[src/rtl/his_readout_pkg.sv]
// ---------------------------------------------------------------------------
// his_readout_pkg
//
// Shared definitions for the histogram readout block:
//   - default geometry of the histogram RAM (bin address bits, count width,
//     pixels per RAM)
//   - the readout sweep state encoding
//   - a helper that sizes the pixel index field
//
// No ports; imported by his_readout and his_peak_tracker.
// ---------------------------------------------------------------------------
package his_readout_pkg;

    // Default geometry: 2^10 bins per pixel, 8-bit counts, 3 pixels per RAM
    localparam int NB_DEFAULT        = 10;
    localparam int PEAK_MAX_DEFAULT  = 8;
    localparam int PIXEL_NUM_DEFAULT = 3;

    // Readout sweep states
    typedef enum logic [2:0] {
        ST_IDLE = 3'd0,
        ST_READ = 3'd1,
        ST_CAPT = 3'd2,
        ST_SEND = 3'd3,
        ST_DONE = 3'd4
    } state_t;

    // Pixel index width.  A single-pixel RAM still carries a 1-bit pixel
    // field so the address concatenation never has a zero-width part.
    function automatic int pix_width(input int pixel_num);
        if (pixel_num < 2) begin
            return 1;
        end
        return $clog2(pixel_num);
    endfunction

endpackage

[src/rtl/his_peak_tracker.sv]
// ---------------------------------------------------------------------------
// his_peak_tracker
//
// Running maximum over one pixel's histogram as its bins stream past in
// ascending order.  Bin 0 always reloads the tracker, so no explicit clear
// is needed between pixels.  Later bins replace the stored peak only when
// their count is strictly greater, so on a tie the lowest bin index wins.
//
// Ports:
//   clk        in   clock, rising edge
//   res        in   asynchronous active-low reset
//   update     in   a new (bin, count) pair is presented this cycle
//   bin        in   NB        bin index of the presented count
//   count      in   PEAK_MAX  count of the presented bin
//   max_bin    out  NB        bin index of the largest count seen so far
//   max_count  out  PEAK_MAX  largest count seen so far
// ---------------------------------------------------------------------------
module his_peak_tracker
    import his_readout_pkg::*;
#(
    parameter int NB       = NB_DEFAULT,
    parameter int PEAK_MAX = PEAK_MAX_DEFAULT
) (
    input  logic                clk,
    input  logic                res,
    input  logic                update,
    input  logic [NB-1:0]       bin,
    input  logic [PEAK_MAX-1:0] count,
    output logic [NB-1:0]       max_bin,
    output logic [PEAK_MAX-1:0] max_count
);

    logic first_bin;
    logic take_new;

    // Bin 0 starts a fresh pixel; otherwise only a strictly larger count
    // displaces the stored peak, which keeps the earliest bin on ties.
    always_comb begin
        first_bin = (bin == '0);
        take_new  = update && (first_bin || (count > max_count));
    end

    always_ff @(posedge clk or negedge res) begin
        if (!res) begin
            max_bin   <= '0;
            max_count <= '0;
        end else if (take_new) begin
            max_bin   <= bin;
            max_count <= count;
        end
    end

endmodule

[src/rtl/his_readout.sv]
// ---------------------------------------------------------------------------
// his_readout
//
// Reader side of the histogram SRAM filled during acquisition.  After start,
// it walks every pixel's histogram bin by bin through the single RAM port,
// streams (pixel, bin, count) words on a valid/ready interface and, when
// clear_en was set at start, writes zero back into each bin right after
// reading it so the RAM is ready for the next acquisition.  On the last bin
// of each pixel it also reports that pixel's peak bin and count.
//
// Each word costs three cycles: READ issues the RAM read, CAPT registers
// the returned data (and performs the optional clear write on the same
// address), SEND holds the word until the consumer accepts it.  Read and
// write are therefore never issued in the same cycle.
//
// Ports:
//   clk         in   clock, rising edge
//   res         in   asynchronous active-low reset
//   start       in   one-cycle pulse; begins a sweep, only honoured in IDLE
//   clear_en    in   sampled with start; 1 = zero each bin after reading
//   busy        out  high from the cycle after start until DONE ends
//   done        out  one-cycle pulse when the sweep completes
//   ram_rd_en   out  RAM read strobe
//   ram_wr_en   out  RAM write strobe (clear)
//   ram_addr    out  ADDR_W    {pixel, bin}
//   ram_wdata   out  PEAK_MAX  always zero
//   ram_rdata   in   PEAK_MAX  read data, valid one cycle after ram_rd_en
//   out_valid   out  stream word valid
//   out_ready   in   downstream accept
//   out_pixel   out  PIX_W     pixel index of the word
//   out_bin     out  NB        bin index of the word
//   out_count   out  PEAK_MAX  bin count
//   out_last    out  word is the last bin of its pixel
//   peak_valid  out  one-cycle pulse after a pixel's last word is accepted
//   peak_bin    out  NB        bin holding that pixel's maximum count
//   peak_count  out  PEAK_MAX  that maximum count
// ---------------------------------------------------------------------------
module his_readout
    import his_readout_pkg::*;
#(
    parameter  int NB                = NB_DEFAULT,
    parameter  int PEAK_MAX          = PEAK_MAX_DEFAULT,
    parameter  int PIXEL_NUM_PER_RAM = PIXEL_NUM_DEFAULT,
    localparam int PIX_W             = pix_width(PIXEL_NUM_PER_RAM),
    localparam int ADDR_W            = PIX_W + NB
) (
    input  logic                clk,
    input  logic                res,
    input  logic                start,
    input  logic                clear_en,
    output logic                busy,
    output logic                done,
    output logic                ram_rd_en,
    output logic                ram_wr_en,
    output logic [ADDR_W-1:0]   ram_addr,
    output logic [PEAK_MAX-1:0] ram_wdata,
    input  logic [PEAK_MAX-1:0] ram_rdata,
    output logic                out_valid,
    input  logic                out_ready,
    output logic [PIX_W-1:0]    out_pixel,
    output logic [NB-1:0]       out_bin,
    output logic [PEAK_MAX-1:0] out_count,
    output logic                out_last,
    output logic                peak_valid,
    output logic [NB-1:0]       peak_bin,
    output logic [PEAK_MAX-1:0] peak_count
);

    localparam logic [PIX_W-1:0] LAST_PIX = PIX_W'(PIXEL_NUM_PER_RAM - 1);
    localparam logic [NB-1:0]    BIN_LAST = '1;

    state_t              state;
    logic                clear_lat;
    logic [PIX_W-1:0]    pixel_cnt;
    logic [NB-1:0]       bin_cnt;

    logic [PIX_W-1:0]    next_pix;
    logic [NB-1:0]       next_bin;
    logic                at_last_bin;
    logic                sweep_end;
    logic                handshake;

    logic                trk_update;
    logic [NB-1:0]       trk_bin;
    logic [PEAK_MAX-1:0] trk_count;

    // Clearing always writes zero; there is no other write source here.
    assign ram_wdata = '0;

    // Next sweep position: bins advance first, then the pixel on bin wrap.
    always_comb begin
        at_last_bin = (bin_cnt == BIN_LAST);
        sweep_end   = at_last_bin && (pixel_cnt == LAST_PIX);
        next_bin    = bin_cnt + NB'(1);
        next_pix    = pixel_cnt;
        if (at_last_bin) begin
            next_pix = pixel_cnt + PIX_W'(1);
        end
        handshake   = (state == ST_SEND) && out_ready;
        trk_update  = (state == ST_CAPT);
    end

    // The tracker sees each bin's count as it returns from the RAM, so by
    // the time the last bin sits in SEND its result is final.
    his_peak_tracker #(
        .NB       (NB),
        .PEAK_MAX (PEAK_MAX)
    ) u_peak_tracker (
        .clk       (clk),
        .res       (res),
        .update    (trk_update),
        .bin       (bin_cnt),
        .count     (ram_rdata),
        .max_bin   (trk_bin),
        .max_count (trk_count)
    );

    // Sweep sequencer.  Every strobe is registered on the transition into
    // the state that needs it, so the outputs line up with the state.
    always_ff @(posedge clk or negedge res) begin
        if (!res) begin
            state      <= ST_IDLE;
            clear_lat  <= 1'b0;
            pixel_cnt  <= '0;
            bin_cnt    <= '0;
            busy       <= 1'b0;
            done       <= 1'b0;
            ram_rd_en  <= 1'b0;
            ram_wr_en  <= 1'b0;
            ram_addr   <= '0;
            out_valid  <= 1'b0;
            out_pixel  <= '0;
            out_bin    <= '0;
            out_count  <= '0;
            out_last   <= 1'b0;
            peak_valid <= 1'b0;
            peak_bin   <= '0;
            peak_count <= '0;
        end else begin
            done       <= 1'b0;
            peak_valid <= 1'b0;

            case (state)
                ST_IDLE: begin
                    if (start) begin
                        clear_lat <= clear_en;
                        pixel_cnt <= '0;
                        bin_cnt   <= '0;
                        ram_addr  <= '0;
                        ram_rd_en <= 1'b1;
                        busy      <= 1'b1;
                        state     <= ST_READ;
                    end
                end

                // Read is in flight; the clear write (if any) reuses the
                // address in the following cycle.
                ST_READ: begin
                    ram_rd_en <= 1'b0;
                    ram_wr_en <= clear_lat;
                    state     <= ST_CAPT;
                end

                ST_CAPT: begin
                    ram_wr_en <= 1'b0;
                    out_count <= ram_rdata;
                    out_pixel <= pixel_cnt;
                    out_bin   <= bin_cnt;
                    out_last  <= at_last_bin;
                    out_valid <= 1'b1;
                    state     <= ST_SEND;
                end

                ST_SEND: begin
                    if (handshake) begin
                        out_valid <= 1'b0;
                        if (out_last) begin
                            peak_valid <= 1'b1;
                            peak_bin   <= trk_bin;
                            peak_count <= trk_count;
                        end
                        if (sweep_end) begin
                            done  <= 1'b1;
                            state <= ST_DONE;
                        end else begin
                            pixel_cnt <= next_pix;
                            bin_cnt   <= next_bin;
                            ram_addr  <= {next_pix, next_bin};
                            ram_rd_en <= 1'b1;
                            state     <= ST_READ;
                        end
                    end
                end

                ST_DONE: begin
                    busy  <= 1'b0;
                    state <= ST_IDLE;
                end

                default: begin
                    state <= ST_IDLE;
                end
            endcase
        end
    end

endmodule
[config.mk]
export PLATFORM = sky130hd
export DESIGN_NAME = his_readout
export DESIGN_NICKNAME = d
export VERILOG_FILES = /design/src/rtl/his_readout_pkg.sv /design/src/rtl/his_peak_tracker.sv /design/src/rtl/his_readout.sv
export SDC_FILE = /design/constraint.sdc
export NUM_CORES = 1
export LEC_CHECK = 0
export ABC_AREA = 1
export CAP_MARGIN = 20
export CORE_MARGIN = 10
export CORE_UTILIZATION = 53
export CTS_BUF_LIST = sky130_fd_sc_hd__clkbuf_8
export DETAILED_ROUTE_END_ITERATION = 7
export GPL_TIMING_DRIVEN = 0
export MAX_ROUTING_LAYER = met4
export PLACE_DENSITY = 0.79
export SLEW_MARGIN = 20
export SYNTH_ARGS = -nofsm -noshare
export SYNTH_HDL_FRONTEND = slang
export SYNTH_HIERARCHICAL = 1
export SYNTH_SLANG_ARGS = --single-unit
[constraint.sdc]
create_clock -name clk -period 2 [get_ports clk]
set_input_delay 0.4 -clock clk [delete_from_list [all_inputs] [get_ports clk]]
set_output_delay 0.4 -clock clk [all_outputs]
set_load 0.1 [all_outputs]
Word-level counts from Yosys, hierarchy flattened
Index checks and enable logic that the tools add are counted.
{ "word_totals": {"regBits": 91, "in_bits": 13, "output_inout_bits": 65} }
{ "op_classes": {"addsub": 2, "n_lt_le_gt_ge": 1, "eq_ne": 9, "muxes": 31, "n_reduce_logical": 18} }
{ "ops": {"columns": ["cell", "n"], "rows": [
  ["$mux W12", 3],
  ["$mux W10", 3],
  ["$pmux W12 S2", 1],
  ["$pmux W10 S2", 1],
  ["$pmux W3 S4", 1],
  ["$add A10 B1 Y10 const B", 1],
  ["$eq A10 B10 Y1 const B", 1],
  ["$logic_not A10 Y1", 1],
  ["$mux W1", 10],
  ["$mux W3", 3],
  ["$gt A8 B8 Y1", 1],
  ["$mux W2", 4],
  ["$reduce_and A2 Y1", 4],
  ["$reduce_and A4 Y1", 2],
  ["$reduce_bool A2 Y1", 4],
  ["$eq A3 B2 Y1 const B", 2],
  ["$ne A2 B2 Y1 const B", 3],
  ["$pmux W1 S2", 3],
  ["$pmux W2 S2", 1],
  ["$eq A3 B1 Y1 const B", 1],
  ["$eq A3 B3 Y1 const B", 1],
  ["$logic_and A1 B1 Y1", 3],
  ["$logic_not A3 Y1", 1],
  ["$pmux W1 S3", 1],
  ["other kinds (5)", 5]
]} }

Depth between registers and ports, before layout
{ "logic_depth": {"ltp_word": 5, "ltp_mapped": 15} }

Hierarchy
The synthesis kept the hierarchy.
{ "by_module_without_submodules": {"columns": ["module", "instances", "cells_each", "area_each_um2"], "rows": [
  ["his_readout", 1, 310, 2710.1],
  ["his_peak_tracker", 1, 121, 978.4]
]} }

Least setup slack after synthesis
OpenSTA, ideal clock, no wires.
{ "synth_timing": {"path_kind": "register -> register", "start": "register ram_addr[1] (netlist name)", "end": "register ram_addr[5]", "arrival_ps": 2240, "required_ps": 1926, "setup_slack_ps": -314, "path_stages_with_launch": 11, "path_buffers": 1, "path_cell_list": "dfrtp_1 ha_1 nand2_1 nor2_2 nand3_2 clkinv_1 nand3_2 nand3_2 buf_6 nand2_1 o21ai_2"} }
{ "synth_lines": {"columns": ["element", "line", "rtl"], "rows": [
  ["end signal, assigned", "his_readout.sv:188", "ram_addr <= {next_pix, next_bin};"],
  ["end, declared", "his_readout.sv:55", "output logic [ADDR_W-1:0] ram_addr,"]
]} }

Worst setup path in the final report
{ "layout_timing": {"start": "register out_count[3]", "end": "output port out_count[3]"} }
{ "layout_lines": {"columns": ["element", "line", "rtl"], "rows": [
  ["start, declared", "his_readout.sv:62", "output logic [PEAK_MAX-1:0] out_count,"],
  ["start signal, assigned", "his_readout.sv:166", "out_count <= ram_rdata;"]
]} }
No word-level cell between the ends.

==> metrics.txt <==
CP Cell Sequence dlygate4sd2_1; I/O pin total 78; initial antenna violation count 0; delay-heaviest family, CP buffers and inverters; clock-pin slew on the worst setup and hold paths 0.08 ns; placed cells 604; clock sink count 79; first-pass GRT wire length 14150 um; Hold WS 0.4737 ns; max_cap viols 0; setup bufs post-CTS 0; First DRT Iteration DRCs 101; P_leak 2.546 nW; Worst-Skew Late Latency 0.36 ns; pwr/cell area 1365 mW/mm^2; # DRC 0; crit path kind flip-flop to output pin; Clock Skew 0.01485 ns; Slew Limit Fails 0; ys async rst share 100.0%; Layout area overhead 29.00%; endpoint type of the worst setup path output pin; Syn Area/Cell 8.558 sq um; CP Data Arrival Time 1.57 ns; min Tclk post-route 1.968 ns; actual slew at the worst max-slew pin 0.9891 ns; final setup margin 0.03191 ns; worst vdd ir 1.209 mV; Num CTS Buffers 9; TNS Setup 0 ns; Routed met2 length 4424 um; Net count, final 543; Top FF cell, synth dfrtp_1; hold violation total from the final report 0; Metal-1 WL 3747 um; final setup violation count 0; Core ar. 0.006794 sq mm; flops & latches, synth 79; initial core utilization 54.29%; Top Metal Used met4; Die Height 103.4 um; CP Launch Type flip-flop; row count 30; Die ar. 0.01070 sq mm; fin crit share 98.40%; Setup WS pre-CTS -0.2194 ns; Post-Synthesis Cells 431; GRT Total Usage 17.63%; H-tree levels 3; Crit Path Max Fanout 2; RePlAce Congestion 0.8616; Die Width 103.4 um; Critical Path RT 1.60 ns; HPWL Detailed 6441 um; mapped cell area 0.003689 sq mm; Max clock buf depth 2; sequential area share after synthesis 53.60%; Pre-antenna DRT Iters 4; CP bufs+invs 1; # diodes 0; Yosys warnings 6; RSZ-0062 raised after global routing false; via count 3057; port buffer count 69; via/cell ratio 4.923; HP Class flip-flop to flip-flop; CTS tree built; Fmax 508.1 MHz; Slew headroom 34.31%; largest net degree at the start of global routing 61; status complete, no violations; CP max stage cell dlygate4sd2_1; Final Power 6.495 mW; vias in the first global route 2913; Post-synth EDFFs 0; Post-DRT Antenna Nets 0; CTS root buffer clkbuf_8; drt total wl 8813 um; Distinct cells, synth 30; share of layout cells above drive strength 1 16.76%; Critical Path Max Stage Delay 0.86 ns; gr ovfl total 0; DR WL met3 522 um; drt wl/cell 14.19 um; Final Non-Filler Cells 621
[per-layer routing]
layer | up-vias | global-route usage [%]
met1 | 1448 | 20.77
met4 | 0 | 7.701
met5 | - | -
met2 | 73 | 28.46
met3 | 14 | 3.987
li1 | 1522 | -
[flip-flops by register name (all words and copies together), names as in the netlist]
name	count
out_last	1
out_valid	1
out_pixel	2
ram_addr	11
u_peak_tracker/max_count	8
peak_valid	1
peak_count	8
state	3
out_count	8
out_bin	10
pixel_cnt	1
busy	1
done	1
clear_lat	1
ram_wr_en	1
peak_bin	10
u_peak_tracker/max_bin	10
ram_rd_en	1
[layout make-up]
cell class | instances | area (sq um)
sequential | 79 | 1987
clock inverter | 6 | 77.57
buffer | 21 | 151.4
clock buffer | 10 | 137.6
tap | 96 | 120.1
timing repair buffer | 71 | 691.9
multi-input combinational | 300 | 1449
fill | 556 | 2036
inverter | 38 | 143.9
[synthesized netlist by cell type (all sizes together) (2+ instances only)]
| cell type | n | area share (%) |
|---|---|---|
| o21ai | 27 | 4.7 |
| nand4 | 5 | 0.85 |
| inv | 36 | 3.7 |
| nor2 | 19 | 2.9 |
| nand2 | 183 | 19 |
| buf | 18 | 3.7 |
| ha | 10 | 3.4 |
| a21oi | 4 | 0.54 |
| nand3 | 37 | 5.4 |
| clkbuf | 3 | 0.31 |
| nor3 | 2 | 0.27 |
| dfrtp | 79 | 54 |
| clkinv | 2 | 0.24 |
[final timing paths]
path | start | endpoint | slack (ns) | depth (start not counted)
max in group asynchronous | res | ram_addr[3] | 0.92 | 3
min reg2reg | peak_bin[9] | peak_bin[9] | 0.47 | 2
max reg2reg | state[2] | u_peak_tracker/max_count[2] | 0.14 | 8
min | peak_bin[9] | peak_bin[9] | 0.47 | 2
min in group asynchronous | res | out_count[1] | 0.48 | 2
max | out_count[3] | out_count[3] | 0.03 | 1
[through the flow]
| stage | instance area (sq um) | util (%) |
|---|---|---|
| final | 4758 | 70.04 |
| after global routing | 4758 | 70.04 |
| after CTS | 4753 | 69.96 |
| after detailed placement | 4561 | 67.13 |
| after global placement | 4536 | 66.76 |
| after floorplan | 3725 | - |
[cells by family after synthesis]
| family | synth area share [%] |
|---|---|
| buffers and inverters | 7.903 |
| AOI/OAI and AO/OA | 5.801 |
| adders and majority gates | 3.392 |
| other | 0.1017 |
| and+or+nand+nor | 29.21 |
| DFF | 53.60 |
[timing repair]
| item | CTS | global route |
|---|---|---|
| endpoints found under the hold margin | 19 | 0 |
| gates resized for setup | 88 | 32 |
| hold buffers | 1 | 0 |
| endpoints found under the setup margin | 67 | 39 |
[where the power goes]
group          total, mW  switching [mW]  leakage [nW]  internal (mW)
sequential          2.13           0.234          1.04           1.89
clock               1.29           0.566         0.119          0.724
combinational       3.08            2.37          1.39          0.708
total               6.49            3.17          2.55           3.33
[cell usage in the layout (no fill, tap or decap), types with 3 or more instances in the layout]
cell	count
buf_6	4
clkdlybuf4s15_1	22
o21ai_0	17
dfrtp_1	71
nand3_1	34
o21ai_2	10
dlygate4sd2_1	16
nand2_1	180
clkbuf_2	7
dfrtp_2	8
clkbuf_8	10
clkinv_2	3
nor2_1	13
conb_1	8
nor2_2	3
buf_4	10
clkdlybuf4s50_1	11
inv_1	36
buf_2	3
a21oi_1	4
nand3_2	3
clkdlybuf4s15_2	13
nand2_4	3
nand4_1	5
ha_1	10
Note: power is estimated with default switching activity, not from simulation.
